$ cat config.mk
export PLATFORM = sky130hd
export DESIGN_NAME = addsub_pipe_acc
export DESIGN_NICKNAME = d
export VERILOG_FILES = /design/src/rtl/addsub_pkg.sv /design/src/rtl/addsub_core.sv /design/src/rtl/addsub_pipe_acc.sv
export SDC_FILE = /design/constraint.sdc
export NUM_CORES = 1
export LEC_CHECK = 0
export ABC_CLOCK_PERIOD_IN_PS = 3100
export CORE_MARGIN = 4
export CORE_UTILIZATION = 57
export CTS_CLUSTER_DIAMETER = 150
export DETAILED_ROUTE_END_ITERATION = 6
export DONT_BUFFER_PORTS = 1
export PLACE_DENSITY = 0.79
export SETUP_SLACK_MARGIN = 0.4
export SYNTH_ARGS = -nofsm -noshare
export SYNTH_HDL_FRONTEND = slang
export SYNTH_SLANG_ARGS = --single-unit
$ cat constraint.sdc
create_clock -name Clock -period 3.1 [get_ports Clock]
set_input_delay 0.62 -clock Clock [delete_from_list [all_inputs] [get_ports Clock]]
set_output_delay 0.62 -clock Clock [all_outputs]
set_load 0.01 [all_outputs]
$ cat src/rtl/addsub_pkg.sv
// Shared encodings and saturation limits for the pipelined add/sub accumulator.
package addsub_pkg;

  localparam logic OP_ADD = 1'b0;
  localparam logic OP_SUB = 1'b1;
  localparam logic SEL_A  = 1'b0;
  localparam logic SEL_Z  = 1'b1;

  // Limits are built 64 bits wide; callers cast down to their own width.
  function automatic logic [63:0] sat_max(input int n);
    return (64'd1 << (n - 1)) - 64'd1;
  endfunction

  function automatic logic [63:0] sat_min(input int n);
    return 64'd1 << (n - 1);
  endfunction

endpackage

$ cat src/rtl/addsub_core.sv
// Combinational N-bit signed add/sub with overflow detect and optional saturation.
// Zero latency; no flow control.
module addsub_core
  import addsub_pkg::*;
#(
  parameter int N   = 8,
  parameter int SAT = 0
) (
  input  logic [N-1:0] p_i,
  input  logic [N-1:0] b_i,
  input  logic         sub_i,
  output logic [N-1:0] r_o,
  output logic         ovf_o
);

  localparam logic [N-1:0] MAX_V = N'(sat_max(N));
  localparam logic [N-1:0] MIN_V = N'(sat_min(N));

  logic [N-1:0] raw;
  logic         same_sign;

  assign raw       = sub_i ? (p_i - b_i) : (p_i + b_i);
  assign same_sign = (p_i[N-1] == b_i[N-1]);
  // Add overflows on like signs, subtract on unlike signs, when the result flips sign.
  assign ovf_o     = (sub_i ? !same_sign : same_sign) && (raw[N-1] != p_i[N-1]);

  always_comb begin
    r_o = raw;
    if ((SAT != 0) && ovf_o) begin
      r_o = p_i[N-1] ? MIN_V : MAX_V;
    end
  end

endmodule

$ cat src/rtl/addsub_pipe_acc.sv
// Two-stage pipelined signed add/sub with accumulate, saturation option and sticky overflow.
// Latency 2 edges, one result per clock, no backpressure (consumer must take every OutValid).
module addsub_pipe_acc
  import addsub_pkg::*;
#(
  parameter int N   = 8,
  parameter int SAT = 0
) (
  input  logic         Clock,
  input  logic         Reset,
  input  logic [N-1:0] A,
  input  logic [N-1:0] B,
  input  logic         Sel,
  input  logic         AddSub,
  input  logic         InValid,
  input  logic         Clear,
  output logic [N-1:0] Z,
  output logic         Overflow,
  output logic         OutValid,
  output logic         OvfSticky
);

  logic [N-1:0] a_q, a_d, b_q, b_d, z_q, z_d;
  logic         sel_q, sel_d, sub_q, sub_d, v1_q, v1_d;
  logic         ovf_q, ovf_d, sticky_q, sticky_d, outv_q, outv_d;

  logic [N-1:0] p, r;
  logic         ovf;

  // Accumulate reads the Z register directly so back-to-back ops chain without a bubble.
  assign p = (sel_q == SEL_A) ? a_q : z_q;

  addsub_core #(.N(N), .SAT(SAT)) u_core (
    .p_i   (p),
    .b_i   (b_q),
    .sub_i (sub_q == OP_SUB),
    .r_o   (r),
    .ovf_o (ovf)
  );

  always_comb begin
    a_d      = a_q;
    b_d      = b_q;
    sel_d    = sel_q;
    sub_d    = sub_q;
    v1_d     = InValid;
    z_d      = z_q;
    ovf_d    = ovf_q;
    sticky_d = sticky_q;
    outv_d   = 1'b0;
    if (InValid) begin
      a_d   = A;
      b_d   = B;
      sel_d = Sel;
      sub_d = AddSub;
    end
    if (v1_q) begin
      z_d      = r;
      ovf_d    = ovf;
      sticky_d = sticky_q | ovf;
      outv_d   = 1'b1;
    end
    // Clear flushes stage 1 and discards any result completing this cycle.
    if (Clear) begin
      v1_d     = 1'b0;
      z_d      = '0;
      ovf_d    = 1'b0;
      sticky_d = 1'b0;
      outv_d   = 1'b0;
    end
  end

  always_ff @(posedge Clock) begin
    if (!Reset) begin
      a_q      <= '0;
      b_q      <= '0;
      sel_q    <= 1'b0;
      sub_q    <= 1'b0;
      v1_q     <= 1'b0;
      z_q      <= '0;
      ovf_q    <= 1'b0;
      sticky_q <= 1'b0;
      outv_q   <= 1'b0;
    end else begin
      a_q      <= a_d;
      b_q      <= b_d;
      sel_q    <= sel_d;
      sub_q    <= sub_d;
      v1_q     <= v1_d;
      z_q      <= z_d;
      ovf_q    <= ovf_d;
      sticky_q <= sticky_d;
      outv_q   <= outv_d;
    end
  end

  assign Z         = z_q;
  assign Overflow  = ovf_q;
  assign OutValid  = outv_q;
  assign OvfSticky = sticky_q;

endmodule
==> results of run 1 <==
[power by group through the flow]
stage	sequential [mW]	clock [mW]	combinational, mW
floorplan	0.424	0	0.181
global placement	0.434	0	0.185
detailed placement	0.435	0	0.196
CTS	0.426	0.248	0.196
global route	0.430	0.273	0.223
finish	0.426	0.244	0.196
[per-layer routing]
metal / global-route usage (%) / up-vias
met4: 9.697 / 0
met2: 32.88 / 29
li1: - / 577
met5: 0 / -
met3: 9.224 / 7
met1: 21.68 / 519
[worst max-delay path, delay by kind of cell (launching register included)]
kind,cells,cell delay (ns)
and+or+nand+nor,2,0.21
DFF,1,0.61
muxes,2,0.60
adders and majority gates,1,0.35
AOI/OAI and AO/OA,3,0.54
[metrics by stage]
step / cells / area [sq um] / hold slack, ns / util, %
6_report: 201 / 1690 / 0.4071 / 61.30
5_1_grt: 201 / 1690 / 0.3861 / 61.30
4_1_cts: 201 / 1690 / 0.3934 / 61.30
3_5_place_dp: 193 / 1630 / 0.4827 / 59.12
3_3_place_gp: 193 / 1630 / 0.4833 / 59.12
2_1_floorplan: 170 / 1643 / 0.4666 / -
[layout make-up]
cell class / count / area (sq um)
clock buffers: 7 / 55.05
clock inverters: 1 / 5.005
fillers: 257 / 1067
inverters: 8 / 30.03
multi-input cells: 124 / 960.9
flip-flops and latches: 30 / 600.6
well taps: 31 / 38.79
[state kept, by name (all words and copies together), names as in the netlist]
signal / flops
sub_q: 1
sel_q: 1
OutValid: 1
b_q: 8
a_q: 8
v1_q: 1
Z: 8
OvfSticky: 1
Overflow: 1
[cell families after synthesis]
| group | synth area share, % |
|---|---|
| muxes | 20.64 |
| DFF | 36.56 |
| adders and majority gates | 7.312 |
| AOI/OAI and AO/OA | 6.017 |
| xor gates and xnor gates | 6.931 |
| and+or+nand+nor | 17.59 |
| buffers and inverters | 4.951 |
[Yosys cell counts (2+ instances only)]
master / number / area, sq um
a211oi_1: 2 / 15.01
a21oi_1: 4 / 20.02
a31oi_1: 3 / 18.77
and2_1: 2 / 12.51
buf_2: 2 / 10.01
buf_4: 3 / 22.52
clkbuf_1: 2 / 7.510
dfxtp_1: 30 / 600.6
ha_1: 8 / 100.1
inv_1: 8 / 30.03
mux2_2: 7 / 78.83
mux2i_1: 26 / 260.3
nand2_1: 8 / 30.03
nor2_1: 13 / 48.80
nor2b_1: 20 / 125.1
nor3_1: 3 / 15.01
nor3b_1: 2 / 15.01
o21ai_0: 2 / 10.01
xnor2_1: 10 / 87.58
xor2_1: 3 / 26.28
[worst paths after layout]
path,startpoint,to,slack [ns],depth (start not counted)
max,sel_q,Z[6],0.70,8
min,InValid,v1_q,0.41,1
max reg2reg,sel_q,Z[6],0.70,8
min reg2reg,OvfSticky,OvfSticky,0.50,2
==> impl_metrics.yaml, run 1 <==
power_and_ir_drop:
  power.switching_mw: 0.2523
  ir_drop_mv: 0.3301
  seqPwrFrac_pct: 49.2
  p_int_mw: 0.6142
  pwr-share-clk_pct: 28.2
  p_leak_nw: 0.6959
  finalPower_mw: 0.8666
  p_per_area_nw_per_um2: 512.6
  sw_frac_of_total_pct: 29.12
  p_comb_share_pct: 22.6
routing:
  drt-wirelength-per-cell_microns: 16.12
  vias: 1132
  first_iter_violations: 37
  totalWireLength_microns: 3240
  wl_met2_microns: 1537
  firstDrtPassIters: 4
  drcViolationCount: 0
  antenna_left: 0
  top_layer: "met4"
  drt-met1-wl_microns: 1399
  wl_met3_microns: 233
  via_per_inst: 5.632
global_route:
  grt.overflow.total: 0
  antenna_found_initial: 0
  grt_max_degree: 21
  grtUsageTotal_pct: 20.00
  grt_pass1_wl_microns: 5451
  grt_pass1_vias: 1214
critical_path:
  crit_path_max_incr_delay_ns: 0.61
  critical_path.max_fanout: 9
  path_class: "reg2reg"
  crit_slowest_cell: "dfxtp_1"
  crit_arrival_ns: 2.63
  start_kind: "register"
  worst_path_most_repeated_cell: "o21ai_0"
  endpoint_kind: "register"
  cp_cell_sequence: "mux2_2, ha_1, nor2b_1, o21ai_0, a21boi_0, o21ai_0, mux2i_1, nand2_1"
  cp_data_required_time_ns: 3.33
clocking:
  cts_tree: "done"
  cts.htree.levels: 2
  cts_buffers: 5
  clockBufferDepth: 2
  cts.reportedPaths.clkPinSlew_ns: 0.09
  clock-sinks: 30
  cts_root_buffer: "clkbuf_4"
  clk_latency_ns: 0.33
  post_cts_buffers: 0
  post_cts_resized: 0
  cts_hold_buf: 0
place:
  place_congestion: 0.8669
  place.port_buffers: 0
  hpwl_microns: 2468
  pre_cts_ws_ns: 0.7358
timing:
  relSlewSlack_pct: 62.88
  tightest_slew_ns: 0.5561
  setup_ws_ns: 0.7045
  finalCritPeriodShare_pct: 77.28
  tns_ns: 0
  setup_viol: 0
  slew_viol_final: 0
  fmax_mhz: 417.4
  rsz0062_at_grt: "no"
  period_needed_ns: 2.396
  clock_skew_ns: 0.007169
  finalHoldViolCount: 0
cells_and_area:
  layout-drive-gt1-share_pct: 8.824
  final_cell_mix: "dfxtp_1 (30), mux2i_1 (26), nor2b_1 (20)"
  layout_commonest_cell: "dfxtp_1"
  final_nets: 200
  num_antenna_cells: 0
  area_growth_pct: 2.894
synth:
  ys_seq_area_share_pct: 36.56
  yosysWarnings: 0
  synthesis.instances: 170
  ys_async_sr_fraction_pct: 0
  synth_area_sq_um: 1643
  synth_flop_cell: "dfxtp_1"
  synth_fp_nets: 201
  ys_ff_latch: 30
  avgSynthCellArea_sq_um: 9.664
  synthDistinctLibCells: 32
  synth_edf_count: 0
floorplanning:
  die-area_sq_um: 3805
  die_x_microns: 61.69
  core_area_sq_um: 2758
  die_y_microns: 61.69
  row_count: 19
  initial_core_util_pct: 59.57
  io_pins: 33
job:
  maxCapViolCount: 0
worst_hold_path:
  hold_path_class: "in2reg"
run_status:
  status: "finished, final reports clean"
Note: power is estimated with default switching activity, not from simulation.
==> run 2, diff against run 1 <==
- ABC_CLOCK_PERIOD_IN_PS: 3100 -> 1950
- CORE_UTILIZATION: 57 -> 56
- PLACE_DENSITY: 0.79 -> 0.81
- clock period: 3.1 -> 1.95 ns (I/O delays scaled with it)
==> run 2 against run 1 <==
The flow now finishes with violations (negative setup slack). Utilization up 15 points. Clock-buffer cell count is 1 lower. Sequential power is 58% higher. First-iteration DRC count is 14% higher. Final area grew 25%. Clock skew grew 0.00071 ns. Die area is 1.5% higher.
==> impl_metrics.yaml, run 2 (same netlist as run 1, synthesis figures left out) <==
cells_and_area:
  ff_latch_area_sq_um: 611.8
  final_cell_mix: "mux2i_1 (26), dfxtp_1 (25), buf_4 (24)"
  area_growth_pct: 28.64
  num_antenna_cells: 0
  layout_commonest_cell: "mux2i_1"
  final_cells: 227
  layout-drive-gt1-share_pct: 36.73
  multi_input_comb_area_sq_um: 1119
  final_nets: 226
  final_core_util_pct: 75.98
  nFillCells: 187
floorplanning:
  die_x_microns: 62.16
  die-area_sq_um: 3864
  die_y_microns: 62.16
  row_count: 19
  core_area_sq_um: 2781
  initial_core_util_pct: 59.06
  io_pins: 33
power_and_ir_drop:
  p_per_area_nw_per_um2: 876.0
  p_leak_nw: 0.8908
  ir_drop_mv: 0.8712
  finalPower_mw: 1.851
job:
  maxCapViolCount: 0
place:
  hpwl_microns: 2604
  pre_cts_ws_ns: -0.1292
  place.port_buffers: 0
  post-place-cells: 216
  place_congestion: 0.8683
routing:
  drt-wirelength-per-cell_microns: 17.67
  totalWireLength_microns: 4011
  first_iter_violations: 42
  antenna_left: 0
  vias: 1283
  drcViolationCount: 0
  firstDrtPassIters: 4
  via_per_inst: 5.652
timing:
  slew_viol_final: 0
  worst_hold_slack_ns: 0.1709
  tightest_slew_ns: 0.5861
  rsz0062_at_grt: "yes"
  clock_skew_ns: 0.007879
  finalCritPeriodShare_pct: 110.9
  period_needed_ns: 2.162
  setup_viol: 8
  relSlewSlack_pct: 60.87
  fmax_mhz: 462.6
  setup_ws_ns: -0.2119
  finalHoldViolCount: 0
global_route:
  use_met2_pct: 31.87
  gr-max-usage-layer: "met2"
  met3_usage_pct: 6.847
  grt_pass1_wl_microns: 5754
  antenna_found_initial: 0
  grt_pass1_vias: 1306
  grt.overflow.total: 0
  grt_max_degree: 21
  grtUsageTotal_pct: 18.44
  use_met1_pct: 20.00
critical_path:
  cp_data_required_time_ns: 2.24
  start_kind: "register"
  crit_arrival_ns: 2.46
  critical_path.max_fanout: 4
  path_class: "reg2reg"
  endpoint_kind: "register"
clocking:
  cts_tree: "done"
  cts_hold_buf: 0
  cts_root_buffer: "clkbuf_4"
  cts.reportedPaths.clkPinSlew_ns: 0.10
  cts_buffers: 5
  cts.htree.levels: 2
  clock-sinks: 30
  clk_latency_ns: 0.34
  clockBufferDepth: 2
run_status:
  violations: "negative setup slack"
  status: "finished, violations left"
worst_hold_path:
  hold_path_class: "in2reg"
==> run 2: critical path: stages (launching register included) <==
cell and delay, ns:
dfxtp_4 0.39, inv_2 0.05, ha_4 0.17, a31oi_2 0.15, xnor2_1 0.15, ha_1 0.28
buf_4 0.16, a21oi_1 0.13, and3b_2 0.25, xnor2_1 0.14, nand4b_1 0.16, nand2_1 0.09
==> run 2: cell type report <==
class	instances	area share [%]
clock inverter	2	2.842
multi-input combinational	124	52.93
inverter	8	1.421
tap	31	1.835
sequential	30	28.95
clock buffer	6	2.427
timing repair buffer	26	9.591
==> run 2: layer usage <==
metal | wire (microns) | part of all wire (%) | vias up
li1 | - | - | 626
met2 | 2102 | 52 | 33
met3 | 210 | 5.2 | 10
met5 | 0 | 0 | -
met1 | 1609 | 40 | 614
met4 | 88 | 2.2 | 0
==> run 2: report_power, final <==
part / internal, mW / switching (mW) / total [mW]
combinational: 0.291 / 0.230 / 0.521
clock: 0.434 / 0.222 / 0.656
sequential: 0.641 / 0.0335 / 0.675
total: 1.37 / 0.485 / 1.85
==> run 2: path summary, 6_finish.rpt <==
kind / slack [ns] / from / endpoint / cells after the start
worst min-delay path: 0.17 / Reset / a_q[4] / 1
worst max-delay path: -0.21 / b_q[1] / Overflow / 11
worst min register to register: 0.52 / Overflow / Overflow / 2
worst max register to register: -0.21 / b_q[1] / Overflow / 11
==> run 2: metrics by stage <==
stage | setup TNS [ns] | area, sq um
6_report | -0.9727 | 2113
5_1_grt | -1.854 | 2113
4_1_cts | -0.5374 | 2043
3_5_place_dp | -0.5369 | 1851
3_3_place_gp | -0.1606 | 1851
2_1_floorplan | 0 | 1690
==> run 2: what timing repair did <==
item                                    in CTS  in global routing
setup buffers                                2                  1
endpoints found under the setup margin       9                  9
pin swaps                                    8                 10
gates resized for setup                     14                 14
